<file path="src/rtl/mem_access_stage_pkg.sv">
// Shared definitions for the memory-access pipeline stage: memory-mode encodings,
// FSM state constants and a small decode helper.
package mem_access_stage_pkg;

  typedef enum logic [1:0] {
    MEM_NOP   = 2'd0,
    MEM_READ  = 2'd1,
    MEM_WRITE = 2'd2,
    MEM_RSVD  = 2'd3
  } memMode_e;

  localparam logic [1:0] ST_IDLE = 2'd0;
  localparam logic [1:0] ST_REQ  = 2'd1;
  localparam logic [1:0] ST_DONE = 2'd2;

  // The reserved encoding falls through as a NOP, so only READ/WRITE touch memory.
  function automatic logic isMemOp(input logic [1:0] mode);
    return (mode == MEM_READ) || (mode == MEM_WRITE);
  endfunction

endpackage

</file>
<file path="src/rtl/mem_access_stage_timeout.sv">
// Watchdog for the memory handshake: counts cycles spent in REQ and flags the
// last cycle the stage is allowed to wait for an acknowledge.
module mem_timeout_counter #(
  parameter int TIMEOUT = 255
) (
  input  logic clk_i,
  input  logic reset_i,
  input  logic clear_i,
  input  logic enable_i,
  output logic expired_o
);

  localparam int CW = (TIMEOUT < 2) ? 1 : $clog2(TIMEOUT + 1);
  localparam logic [CW-1:0] LAST = CW'(TIMEOUT - 1);

  logic [CW-1:0] count_q;
  logic [CW-1:0] count_d;

  // Expired on the TIMEOUT-th REQ cycle, so O_mem_req is high exactly TIMEOUT cycles.
  assign expired_o = (count_q == LAST);

  always_comb begin
    count_d = count_q;
    if (clear_i) begin
      count_d = '0;
    end else if (enable_i && !expired_o) begin
      count_d = count_q + CW'(1);
    end
  end

  always_ff @(posedge clk_i) begin
    if (reset_i) begin
      count_q <= '0;
    end else begin
      count_q <= count_d;
    end
  end

endmodule

</file>
<file path="src/rtl/mem_access_stage.sv">
// Memory-access stage behind the ALU: latches one ALU result, runs an optional
// data-memory req/ack transaction, then presents the write-back payload for one cycle.
module mem_access_stage
  import mem_access_stage_pkg::*;
#(
  parameter int DATA_WIDTH = 16,
  parameter int ADDR_WIDTH = 16,
  parameter int TIMEOUT    = 255
) (
  input  logic                  I_clk,
  input  logic                  I_reset,
  input  logic                  I_enable,
  input  logic [DATA_WIDTH-1:0] I_alu_out,
  input  logic                  I_write_rD,
  input  logic                  I_write_pc,
  input  logic [1:0]            I_memory_mode,
  input  logic [DATA_WIDTH-1:0] I_store_data,
  output logic [ADDR_WIDTH-1:0] O_mem_addr,
  output logic [DATA_WIDTH-1:0] O_mem_wdata,
  output logic                  O_mem_req,
  output logic                  O_mem_we,
  input  logic                  I_mem_ack,
  input  logic [DATA_WIDTH-1:0] I_mem_rdata,
  output logic [DATA_WIDTH-1:0] O_rD_data,
  output logic                  O_write_rD,
  output logic [DATA_WIDTH-1:0] O_pc_data,
  output logic                  O_write_pc,
  output logic                  O_done,
  output logic                  O_busy,
  output logic                  O_error
);

  logic [1:0]            state_q,     state_d;
  logic [DATA_WIDTH-1:0] aluData_q,   aluData_d;
  logic [ADDR_WIDTH-1:0] addr_q,      addr_d;
  logic [DATA_WIDTH-1:0] storeData_q, storeData_d;
  logic [DATA_WIDTH-1:0] readData_q,  readData_d;
  logic [1:0]            mode_q,      mode_d;
  logic                  writeRd_q,   writeRd_d;
  logic                  writePc_q,   writePc_d;
  logic                  error_q,     error_d;

  logic counterClear;
  logic counterEnable;
  logic counterExpired;
  logic inDone;
  logic isWrite;

  assign counterClear  = (state_q == ST_IDLE) && I_enable && isMemOp(I_memory_mode);
  assign counterEnable = (state_q == ST_REQ);

  mem_timeout_counter #(
    .TIMEOUT (TIMEOUT)
  ) u_timeout (
    .clk_i     (I_clk),
    .reset_i   (I_reset),
    .clear_i   (counterClear),
    .enable_i  (counterEnable),
    .expired_o (counterExpired)
  );

  // Enable is only honoured in IDLE; a busy stage silently drops new results.
  always_comb begin
    state_d     = state_q;
    aluData_d   = aluData_q;
    addr_d      = addr_q;
    storeData_d = storeData_q;
    readData_d  = readData_q;
    mode_d      = mode_q;
    writeRd_d   = writeRd_q;
    writePc_d   = writePc_q;
    error_d     = error_q;
    case (state_q)
      ST_IDLE: begin
        if (I_enable) begin
          aluData_d   = I_alu_out;
          addr_d      = I_alu_out[ADDR_WIDTH-1:0];
          storeData_d = I_store_data;
          mode_d      = I_memory_mode;
          writeRd_d   = I_write_rD;
          writePc_d   = I_write_pc;
          error_d     = 1'b0;
          state_d     = isMemOp(I_memory_mode) ? ST_REQ : ST_DONE;
        end
      end
      ST_REQ: begin
        // An ack on the final allowed cycle still wins over the timeout.
        if (I_mem_ack) begin
          if (mode_q == MEM_READ) begin
            readData_d = I_mem_rdata;
          end
          state_d = ST_DONE;
        end else if (counterExpired) begin
          error_d = 1'b1;
          state_d = ST_DONE;
        end
      end
      ST_DONE: begin
        state_d = ST_IDLE;
      end
      default: begin
        state_d = ST_IDLE;
      end
    endcase
  end

  always_ff @(posedge I_clk) begin
    if (I_reset) begin
      state_q     <= ST_IDLE;
      aluData_q   <= '0;
      addr_q      <= '0;
      storeData_q <= '0;
      readData_q  <= '0;
      mode_q      <= MEM_NOP;
      writeRd_q   <= 1'b0;
      writePc_q   <= 1'b0;
      error_q     <= 1'b0;
    end else begin
      state_q     <= state_d;
      aluData_q   <= aluData_d;
      addr_q      <= addr_d;
      storeData_q <= storeData_d;
      readData_q  <= readData_d;
      mode_q      <= mode_d;
      writeRd_q   <= writeRd_d;
      writePc_q   <= writePc_d;
      error_q     <= error_d;
    end
  end

  assign inDone  = (state_q == ST_DONE);
  assign isWrite = (mode_q == MEM_WRITE);

  assign O_mem_req   = (state_q == ST_REQ);
  assign O_mem_addr  = addr_q;
  assign O_mem_wdata = storeData_q;
  assign O_mem_we    = O_mem_req && isWrite;

  // Write-back buses read as zero outside DONE so downstream never sees stale payload.
  assign O_rD_data  = inDone ? ((mode_q == MEM_READ) ? readData_q : aluData_q) : '0;
  assign O_write_rD = inDone && writeRd_q && !isWrite && !error_q;
  assign O_pc_data  = inDone ? aluData_q : '0;
  assign O_write_pc = inDone && writePc_q && !error_q;
  assign O_done     = inDone;
  assign O_busy     = (state_q != ST_IDLE);
  assign O_error    = inDone && error_q;

endmodule
</file>
<file path="config.mk">
export PLATFORM = sky130hd
export DESIGN_NAME = mem_access_stage
export DESIGN_NICKNAME = d
export VERILOG_FILES = /design/src/rtl/mem_access_stage_pkg.sv /design/src/rtl/mem_access_stage_timeout.sv /design/src/rtl/mem_access_stage.sv
export SDC_FILE = /design/constraint.sdc
export NUM_CORES = 1
export LEC_CHECK = 0
export ABC_AREA = 1
export CAP_MARGIN = 5
export CORE_UTILIZATION = 41
export CTS_CLUSTER_SIZE = 14
export DETAILED_ROUTE_END_ITERATION = 6
export GPL_TIMING_DRIVEN = 0
export PLACE_DENSITY = 0.78
export SETUP_SLACK_MARGIN = 0.05
export SYNTH_ARGS = -nofsm -noshare
export SYNTH_HDL_FRONTEND = slang
export SYNTH_SLANG_ARGS = --single-unit
</file>
<file path="constraint.sdc">
create_clock -name I_clk -period 1.5 [get_ports I_clk]
set_input_delay 0.3 -clock I_clk [delete_from_list [all_inputs] [get_ports I_clk]]
set_output_delay 0.3 -clock I_clk [all_outputs]
set_load 0.02 [all_outputs]
</file>
==> qor.csv <==
stage,metric,value,unit
synthesis,yosysWarnings,0,
power,totalPowerFinal,4.90,mW
sta,fin_crit_sh,119,%
route,dr_total_vias,3477,
worst_setup_path,start_kind,flop,
job,maxCapViolCount,0,
final_layout,diodes,0,
place,post-place-ws,-641,ps
synthesis,syn_area,0.00274,sq mm
synthesis,synth.avg_cell_area,7.16,sq um
synthesis,yosysSeqAreaShare,46.1,%
clock_tree,clockRootBuffer,clkbuf_8,
global_routing,grt_pass1_vias,3005,
power,leakagePower,2.09,nW
sta,hold_viol,0,
place,place_hpwl,6.21,mm
sta,skew,8.12,ps
global_routing,grt_max_degree,12,
worst_setup_path,cpPeakStageDelay,410,ps
route,wl,10.9,mm
global_routing,grt_pass1_wl,14.6,mm
synthesis,synth_edf_count,0,
power,p_int,3.39,mW
route,drt_iter0_drc,286,
sta,fmax,0.560,GHz
power,pwr-share-comb,27.0,%
power,ir_drop,713,uV
place,portBuffers,126,
route,wire_per_inst,17.4,um
floorplanning,die_y,83.7,um
route,dr.pass1.iters,5,
clock_tree,clk_pin_slew,70,ps
floorplanning,rows,29,
synthesis,synth_fp_nets,440,
sta,setup_viol,61,
final_layout,fin_util,78.1,%
sta,rsz0062_at_grt,yes,
synthesis,yosysTopAreaCellShare,46.1,%
worst_setup_path,crit_path_max_fanout,7,
clock_tree,cts_tree,yes,
place,placed_area,0.00412,sq mm
floorplanning,io_pins,127,
floorplanning,dieArea,0.00700,sq mm
route,viasPerCell,5.55,
clock_tree,cts.sinks,63,
outcome,status,"complete, but fails checks",
power,swShare,30.8,%
worst_setup_path,cp-end-kind,output port,
floorplanning,fp.dieW,83.7,um
power,p_switching,1.51,mW
synthesis,synth-seq-cells,63,
final_layout,fin_area,0.00498,sq mm
synthesis,synth-main-ff-cell,dfxtp_1,
clock_tree,clk_path_buf_depth,2,
power,seqPwrFrac,37.9,%
synthesis,yosys.area.top_type,dfxtp_1,
synthesis,ys_top_cells_by_count,"100 x nor2_1, 63 x dfxtp_1, 46 x o21ai_0, 41 x a21oi_1, 33 x nand2_1",
worst_setup_path,crit_slowest_cell,dfxtp_4,
synthesis,synth_cell_types,24,
sta,slew_headroom,76.9,%
power,clkPwrFrac,35.1,%
final_layout,syn_to_final_growth,82.3,%
power,power_density,983,mW/mm^2
sta,finalMaxSlewViolations,0,
worst_setup_path,cp.required,1200,ps
min_path,holdCritPathClass,reg -> reg,
worst_setup_path,critPathKind,reg -> out,
global_routing,track_usage,26.8,%
place,gp_congestion,0.848,
final_layout,drive_above_1_share,33.8,%
synthesis,postSynth.asyncResetShare,0,%
synthesis,synthCells,382,
clock_tree,numCtsBuffers,9,
route,postRouteAntennaNets,0,
global_routing,antenna_found_initial,0,
floorplanning,start_util,42.8,%
clock_tree,insertion_delay,350,ps
route,drc,0,
final_layout,nNetsFinal,603,
worst_setup_path,path_cells,nand2_8 > clkinv_8 > buf_4 > o21ai_1 > a21oi_1 > buf_4,
global_routing,grt.overflow.total,0,
worst_setup_path,cpMostUsedCell,buf_4,
synthesis,yosysMostFrequentCell,nor2_1,
synthesis,yosys-top-cells-area,"dfxtp_1 46%, nor2_1 14%, o21ai_0 8.4%, a21oi_1 7.5%, nand2_1 4.5%",
sta,final.setup.worst_slack,-287,ps
worst_setup_path,cp_data_arrival_time,1490,ps
clock_tree,h-tree-depth,3,
floorplanning,design.core.area,0.00639,sq mm
outcome,violations,negative setup slack,
sta,min_period,1790,ps
sta,worst_slew_pin_slew,347,ps
cell usage in the layout, fill, tap and decap left out, types with 2 or more instances in the layout:
| master | instances |
|---|---|
| a21oi_1 | 27 |
| a21oi_2 | 14 |
| buf_12 | 2 |
| buf_2 | 4 |
| buf_4 | 38 |
| buf_6 | 23 |
| buf_8 | 8 |
| bufinv_16 | 2 |
| clkbuf_16 | 3 |
| clkbuf_2 | 3 |
| clkbuf_4 | 2 |
| clkbuf_8 | 11 |
| clkdlybuf4s50_1 | 55 |
| clkinvlp_4 | 3 |
| dfxtp_1 | 58 |
| dfxtp_2 | 3 |
| dfxtp_4 | 2 |
| dlygate4sd2_1 | 32 |
| ha_1 | 2 |
| inv_1 | 25 |
| inv_2 | 2 |
| inv_4 | 3 |
| nand2_1 | 30 |
| nand2_2 | 2 |
| nand2_4 | 3 |
| nand2_8 | 2 |
| nand3_1 | 6 |
| nor2_1 | 79 |
| nor2_2 | 12 |
| nor2_4 | 12 |
| o21ai_0 | 19 |
| o21ai_1 | 26 |
| o21ai_2 | 23 |
| o21ai_4 | 2 |
| xnor2_1 | 2 |
| xor2_1 | 2 |
worst paths after layout:
check                  startpoint              end  slack [ps]  cells after the start
setup / recovery       state_q[1]     O_rD_data[6]        -290                      6
setup reg to reg       state_q[0]    readData_q[7]         -70                      9
hold reg to reg   O_mem_wdata[13]  O_mem_wdata[13]         500                      2
hold / removal    O_mem_wdata[13]  O_mem_wdata[13]         500                      2
layer usage:
metal | GRT usage, % | wire (um) | vias up
met2 | 47.5 | 5340 | 237
li1 | - | - | 1568
met3 | 8.70 | 1020 | 72
met1 | 30.3 | 4020 | 1600
met4 | 8.32 | 539 | 0
met5 | 0 | 0 | -
sequential cells by signal, summed over array words and instances, names as in the netlist:
signal             count
O_mem_addr            16
O_mem_wdata           16
readData_q            16
u_timeout.count_q      8
mode_q                 2
state_q                2
error_q                1
writePc_q              1
writeRd_q              1
logic make-up after synthesis:
logic type,share of synthesized area (%)
and+or+nand+nor,22.7
adders and majority gates,0.915
AOI/OAI and AO/OA,20.3
xor gates and xnor gates,1.28
buffers and inverters,8.69
DFF,46.1
area by class of cell:
type,instances,area [sq um]
multi-input combinational,267,1560
buffer,18,199
timing repair buffer,152,1460
sequential,63,1270
inverter,34,161
clock inverter,5,80.1
tap,77,96.3
clock buffer,11,151
fill,426,1400
per-stage QoR:
| stage | TNS, ps | instances | hold WS, ps |
|---|---|---|---|
| 2_1_floorplan | -10.3 | 382 | 369 |
| 3_3_place_gp | -26270 | 585 | 459 |
| 3_5_place_dp | -27870 | 585 | 467 |
| 4_1_cts | -4830 | 615 | 484 |
| 5_1_grt | -8260 | 627 | 527 |
| 6_report | -5600 | 627 | 498 |
power by group through the flow:
stage | Clock, mW | Combinational, mW | Sequential [mW]
after floorplan | 0 | 0.411 | 1.99
after global placement | 0 | 1.02 | 1.88
after detailed placement | 0 | 1.03 | 1.88
after CTS | 1.71 | 1.08 | 1.85
after global routing | 1.80 | 1.40 | 1.87
final | 1.72 | 1.32 | 1.86
what timing repair did:
action,CTS,global route
gates cloned,3,4
resized for setup,288,123
hold buffers,0,0
buffers inserted,11,9
endpoints found under the setup margin,75,70
pin swaps,5,13
worst max-delay path: cells and delay by family (launching register included):
| family | cells | cell delay [ps] |
|---|---|---|
| compound gates | 2 | 280 |
| buf+inv | 3 | 380 |
| flops | 1 | 410 |
| simple gates | 1 | 80 |
No activity file was read; power rests on OpenSTA's default activity.
